<file path="src/rtl/gray_decoder_pipe.sv">
// Gray-to-binary decoder: two-stage valid/ready pipeline, parameterised width.
// Optional one-bit-step checker enabled by defining GRAY_STEP_CHECK_EN.
module gray_decoder_pipe #(
    parameter int unsigned WIDTH     = 3,
    parameter int unsigned ERR_CNT_W = 8
) (
    input  logic             clk,
    input  logic             rst_n,
    input  logic             in_valid,
    output logic             in_ready,
    input  logic [WIDTH-1:0] in_gray,
    output logic             out_valid,
    input  logic             out_ready,
    output logic [WIDTH-1:0] out_bin
`ifdef GRAY_STEP_CHECK_EN
    ,
    output logic                 step_err,
    output logic [ERR_CNT_W-1:0] err_count
`endif
);

    // XOR-prefix from the MSB down
    function automatic logic [WIDTH-1:0] gray2bin(input logic [WIDTH-1:0] g);
        logic [WIDTH-1:0] b;
        b[WIDTH-1] = g[WIDTH-1];
        for (int i = int'(WIDTH) - 2; i >= 0; i--) begin
            b[i] = b[i+1] ^ g[i];
        end
        return b;
    endfunction

    logic             s1_valid;
    logic [WIDTH-1:0] s1_gray;
    logic             s1_adv_c;
    logic             s2_adv_c;
    logic             in_accept_c;

    assign s2_adv_c    = !out_valid || out_ready;
    assign s1_adv_c    = !s1_valid || s2_adv_c;
    assign in_ready    = s1_adv_c;
    assign in_accept_c = in_valid && s1_adv_c;

    // Stage 1: capture raw Gray code
    always_ff @(posedge clk or negedge rst_n) begin
        if (!rst_n) begin
            s1_valid <= 1'b0;
            s1_gray  <= '0;
        end else if (s1_adv_c) begin
            s1_valid <= in_valid;
            if (in_valid) begin
                s1_gray <= in_gray;
            end
        end
    end

    // Stage 2: decoded result drives the output side
    always_ff @(posedge clk or negedge rst_n) begin
        if (!rst_n) begin
            out_valid <= 1'b0;
            out_bin   <= '0;
        end else if (s2_adv_c) begin
            out_valid <= s1_valid;
            if (s1_valid) begin
                out_bin <= gray2bin(s1_gray);
            end
        end
    end

`ifdef GRAY_STEP_CHECK_EN
    logic [WIDTH-1:0] prev_gray;
    logic             has_prev;
    logic             s1_err;
    logic [WIDTH-1:0] diff_c;
    logic             step_bad_c;

    // More than one bit set <=> x & (x-1) is non-zero
    assign diff_c     = prev_gray ^ in_gray;
    assign step_bad_c = has_prev && ((diff_c & (diff_c - WIDTH'(1))) != '0);

    always_ff @(posedge clk or negedge rst_n) begin
        if (!rst_n) begin
            prev_gray <= '0;
            has_prev  <= 1'b0;
            s1_err    <= 1'b0;
            step_err  <= 1'b0;
            err_count <= '0;
        end else begin
            if (in_accept_c) begin
                prev_gray <= in_gray;
                has_prev  <= 1'b1;
            end
            if (s1_adv_c) begin
                s1_err <= in_valid && step_bad_c;
            end
            if (s2_adv_c) begin
                step_err <= s1_valid && s1_err;
            end
            if (out_valid && out_ready && step_err && (err_count != '1)) begin
                err_count <= err_count + ERR_CNT_W'(1);
            end
        end
    end
`else
    logic unused_accept;
    assign unused_accept = in_accept_c;

    // Counter width only matters when the step checker is built
    if (ERR_CNT_W == 0) begin : g_no_err_cnt
    end
`endif

endmodule

</file>
<file path="config.mk">
export PLATFORM = sky130hd
export DESIGN_NAME = gray_decoder_pipe
export DESIGN_NICKNAME = d
export VERILOG_FILES = /design/src/rtl/gray_decoder_pipe.sv
export SDC_FILE = /design/constraint.sdc
export NUM_CORES = 1
export LEC_CHECK = 0
export ABC_AREA = 1
export BUFFER_PORTS_ARGS = -buffer_cell sky130_fd_sc_hd__buf_2
export CAP_MARGIN = 30
export CORE_AREA = 2 2 39 41
export DETAILED_ROUTE_END_ITERATION = 12
export DIE_AREA = 0 0 41 43
export GPL_TIMING_DRIVEN = 0
export PLACE_DENSITY = 0.59
export SYNTH_ARGS = -nofsm -noshare
export SYNTH_HDL_FRONTEND = slang
export SYNTH_SLANG_ARGS = --single-unit
</file>
<file path="constraint.sdc">
create_clock -name clk -period 1.3 [get_ports clk]
set_clock_uncertainty 0.2 [all_clocks]
set_input_delay 0.13 -clock clk [delete_from_list [all_inputs] [get_ports clk]]
set_output_delay 0.13 -clock clk [all_outputs]
set_load 0.01 [all_outputs]
</file>
==> impl_metrics.tcl, run 1 <==
set metrics [dict create \
    status "finished with violations" \
    violations "negative hold slack" \
    root_buffer "clkbuf_4" \
    ios 12 \
    power_density_nw_per_um2 1420 \
    dpl_cell_area_um2 438 \
    finalHoldViolCount 2 \
    critPathMaxFanout 4 \
    finalMaxSlewViolations 0 \
    clkTransAtPathRegs_ps 50 \
    ys_types 10 \
    synth_edf_count 0 \
    final_layout_size_suffix_gt1_share_pct 37.7 \
    antenna_found_initial 0 \
    firstDrtPassIters 2 \
    synthCells 41 \
    finish.utilization_pct 37.9 \
    die_w_um 41 \
    overflow 0 \
    syn-mean-instance-area_um2 8.85 \
    cap_viol_max_count 0 \
    design_area_um2 524 \
    finalCritPeriodShare_pct 94.1 \
    ant_nets 0 \
    die_height_um 43 \
    setup_tns_ps 0 \
    setup_viol 0 \
    synth_nets 48 \
    drt-initial-drc-count 4 \
    p_leak_nw 0.279 \
    critPathKind "flop to output port" \
    cts_htree_levels 1 \
    dieArea_um2 1760 \
    hpwl_um 462 \
    synth_area_leaders "dfrtp_1 55%, nand2_1 18%, nand3_1 5.5%" \
    hold_slack_ps -43.9 \
    relSlewSlack_pct 88.1 \
    area_growth_pct 44.5 \
    worstPathArrival_ps 890 \
    dp.cells 68 \
    synth_seq_cells 8 \
    cp-start-kind "flop" \
    cts_tree "done" \
    async_reset_ff_share_pct 100 \
    yosysTopAreaCellShare_pct 55.2 \
    core_area_um2 1380 \
    grt_pass1_vias 312 \
    drc 0 \
    synth_ff_type "dfrtp_1" \
    synth_top_area_cell "dfrtp_1" \
    grt_usage_pct 9.79 \
    vdd_drop_max_v 0.000421 \
    synth_most_common_cell "nand2_1" \
    rrSetupSlack_ps 190 \
    p_total_uw 742 \
    vias_per_cell 3.96 \
    ys_warn_count 0 \
    crit_path_end_kind "output port" \
    seq_area_um2 200 \
    initial_core_util_pct 26.2 \
    fillers 150 \
    wl_per_cell_um 8.47 \
    routabilityCongestion 0.643 \
    syn_area_um2 363 \
    multi_input_area_um2 148 \
    num_vias 305 \
    finalCriticalPeriod_ps 1220 \
    worst_pin_slew_ps 179 \
    num_rows 14 \
    critPathRequiredTime_ps 970 \
    clkSinkCount 8 \
    ys_seq_area_share_pct 55.2 \
    cts_inserted_buffers 3 \
    n_antenna_cell 0 \
    grt_max_degree 9 \
    fin_cells 77 \
    port_buffers 11 \
    clockBufferDepth 2 \
    ctsHoldBuffers 5 \
    clk_latency_ps 250 \
    grt_pass1_wl_mm 1.15 \
    grt_setup_unrepaired "false" \
    fmax_ghz 0.817 \
    hold_class "primary input to flop" \
    synthTopCellsByCount "17 x nand2_1, 8 x dfrtp_1, 4 x nand3_1" \
    nets 70 \
    wirelength_um 652 \
]
placed cells by master, fill, tap and decap left out, drive strengths merged:
cell type	count
nand3b	1
nand2	20
dfrtp	8
dlygate4sd3	5
nand3	6
buf	12
o21ai	2
inv	4
clkbuf	3
repair_timing:
action,4_1_cts,5_1_grt
setup endpoints to repair,0,1
endpoints found under the hold margin,13,1
buffers inserted,0,1
resized for setup,0,1
cells by family after synthesis:
family | Yosys count | share of synthesized area [%]
AOI/OAI and AO/OA | 2 | 2.76
buffers and inverters | 4 | 4.14
DFF | 8 | 55.2
and+or+nand+nor | 27 | 37.9
metrics by stage:
step | hold slack, ps | setup WS (ps)
CTS | -54.0 | 11.5
floorplan | -366 | 220
finish | -43.9 | 76.6
detailed placement | -217 | 227
global route | -33.6 | 1.41
global placement | -221 | 230
critical path: stages (launching register included):
cell	delay, ps
dfrtp_1	410
nand3_4	100
buf_6	130
per-layer routing:
| layer | GRT usage (%) | part of all wire, % | up-vias |
|---|---|---|---|
| met5 | 0 | 0 | - |
| met4 | 6.00 | 0 | 0 |
| met3 | 3.14 | 6.3 | 0 |
| met2 | 13.8 | 49 | 11 |
| met1 | 12.4 | 45 | 123 |
| li1 | - | - | 171 |
worst paths after layout:
check,to,cells after the start,start
hold / removal,out_valid$_DFFE_PN0P_,4,out_ready
max in group asynchronous,s1_valid$_DFFE_PN0P_,2,rst_n
setup reg to reg,s1_gray[2]$_DFFE_PN0P_,5,s1_valid$_DFFE_PN0P_
min in group asynchronous,out_bin[1]$_DFFE_PN0P_,2,rst_n
setup / recovery,in_ready,2,out_valid$_DFFE_PN0P_
hold reg to reg,out_bin[0]$_DFFE_PN0P_,2,out_bin[0]$_DFFE_PN0P_
area by class of cell:
cell class / instances / share of cell area, %
well taps: 16 / 3.82
clock buffers: 3 / 4.30
flip-flops and latches: 8 / 38.2
inverters: 4 / 2.86
multi-input cells: 29 / 28.2
repair buffers: 17 / 22.7
where the power goes:
part,switching [mW],internal [mW]
Combinational,0.110,0.0975
Clock,0.0825,0.106
Sequential,0.0408,0.306
sequential cells by signal, summed over array words and instances, names as in the netlist:
| name | cells |
|---|---|
| s1_gray | 3 |
| s1_valid | 1 |
| out_bin | 3 |
| out_valid | 1 |
Power figures use the tool's default switching activity.
==> run 2: changes to the inputs <==
CTS_CLUSTER_SIZE = 16   (was default)
PLACE_DENSITY = 0.61   (was 0.59)
clock period = 1.1 ns   (was 1.3 ns; I/O delays follow)
==> impl_metrics.tcl, run 2 (same netlist as run 1, synthesis figures left out) <==
set metrics [dict create \
    grt_max_degree 9 \
    dp.cells 68 \
    critPathMaxFanout 3 \
    vdd_drop_max_v 0.000548 \
    final_common_cell "nand2_1" \
    vias_per_cell 4.27 \
    finalCritPeriodShare_pct 108 \
    cp_top_family "flip-flops" \
    grt_pass1_vias 299 \
    hold_slack_ps -56.0 \
    cts_htree_levels 1 \
    wl_per_cell_um 9.62 \
    worst_path_largest_cell_delay_ps 410 \
    path_buf_inv 1 \
    num_vias 329 \
    cpMaxStageDelayCell "dfrtp_1" \
    design_area_um2 529 \
    nets 70 \
    grt_usage_pct 10.4 \
    crit_chain "nand3_4 -> buf_6" \
    grt_pass1_wl_mm 1.17 \
    ant_nets 0 \
    clockBufferDepth 2 \
    core_area_um2 1380 \
    setup_ws_ps -83.4 \
    wirelength_um 741 \
    grt_setup_unrepaired "true" \
    ios 12 \
    area_growth_pct 45.9 \
    root_buffer "clkbuf_4" \
    largestRegisters "out_bin (3), s1_gray (3)" \
    clkSinkCount 8 \
    firstDrtPassIters 4 \
    fin_cells 77 \
    antenna_found_initial 0 \
    dieArea_um2 1760 \
    critPathRequiredTime_ps 790 \
    worstPathArrival_ps 870 \
    final_layout_size_suffix_gt1_share_pct 37.7 \
    critPathKind "flop to output port" \
    finalMaxSlewViolations 0 \
    clkTransAtPathRegs_ps 50 \
    final_cell_mix "17 x nand2_1, 10 x buf_2, 8 x dfrtp_1, 5 x dlygate4sd3_1, 4 x nand3_1" \
    cap_viol_max_count 0 \
    drc 0 \
    cts_tree "done" \
    hold_class "primary input to flop" \
    ctsHoldBuffers 5 \
    status "finished with violations" \
    hpwl_um 504 \
    finalCriticalPeriod_ps 1180 \
    dpl_cell_area_um2 438 \
    crit_path_end_kind "output port" \
    overflow 0 \
    p_total_uw 882 \
    die_height_um 43 \
    clk_latency_ps 250 \
    port_buffers 11 \
    routabilityCongestion 0.686 \
    power_density_nw_per_um2 1670 \
    relSlewSlack_pct 87.8 \
    n_antenna_cell 0 \
    worst_pin_slew_ps 182 \
    drt-initial-drc-count 5 \
    fmax_ghz 0.845 \
    setup_viol 6 \
    num_rows 14 \
    p_leak_nw 0.281 \
    die_w_um 41 \
    initial_core_util_pct 26.2 \
    cp-start-kind "flop" \
    finalHoldViolCount 1 \
    violations "negative hold slack, negative setup slack" \
    cts_inserted_buffers 3 \
]
run 2: timing repair:
| item | 4_1_cts | 5_1_grt |
|---|---|---|
| pin swaps | 1 | 1 |
| hold endpoints to repair | 13 | 1 |
| setup endpoints to repair | 2 | 10 |
| setup buffers | 1 | 0 |
| gates resized for setup | 1 | 1 |
run 2: worst reg2reg max path, cell delays in order, from the launching register on:
cell and delay [ps]:
dfrtp_1 420, nand3_4 100, buf_4 150, nand2_4 60, nand2_1 50, nand2_1 40
run 2: layout make-up:
type / count / area [um2]
Sequential cell: 8 / 200
Inverter: 4 / 15.0
Tap cell: 16 / 20.0
Clock buffer: 3 / 22.5
Fill cell: 156 / 855
Multi-Input combinational cell: 29 / 153
Timing Repair Buffer: 17 / 119
run 2: path summary, 6_finish.rpt:
path,startpoint,end,slack (ps),cells past startpoint
min reg2reg,out_bin[0]$_DFFE_PN0P_,out_bin[0]$_DFFE_PN0P_,270,2
min in group asynchronous,rst_n,out_bin[2]$_DFFE_PN0P_,30,2
max,out_valid$_DFFE_PN0P_,in_ready,-80,2
max in group asynchronous,rst_n,s1_gray[1]$_DFFE_PN0P_,510,2
max reg2reg,out_valid$_DFFE_PN0P_,s1_gray[1]$_DFFE_PN0P_,-30,5
min,out_ready,out_valid$_DFFE_PN0P_,-60,4
run 2: metal layers:
metal / wire, um / vias up / GRT usage (%)
met1: 300 / 144 / 11.2
met5: 0 / - / 0
met4: 8 / 0 / 8.00
met2: 372 / 13 / 15.0
met3: 60 / 2 / 4.71
li1: - / 170 / -
run 2: power breakdown:
group,switching (mW),leakage (nW),internal (mW)
Sequential,0.0483,0.0967,0.361
Combinational,0.135,0.170,0.117
Clock,0.0963,0.0138,0.125
Total,0.280,0.281,0.603
run 2: through the flow:
stage                     hold WS (ps)  utilization (%)  setup TNS (ps)  setup WS, ps
after floorplan                   -386                -               0          20.1
after global placement            -239             31.6               0          38.4
after detailed placement          -237             31.6               0          20.7
after CTS                        -59.2             37.9            -190         -84.5
after global routing             -48.3             38.2            -533          -127
final                            -56.0             38.2            -207         -83.4
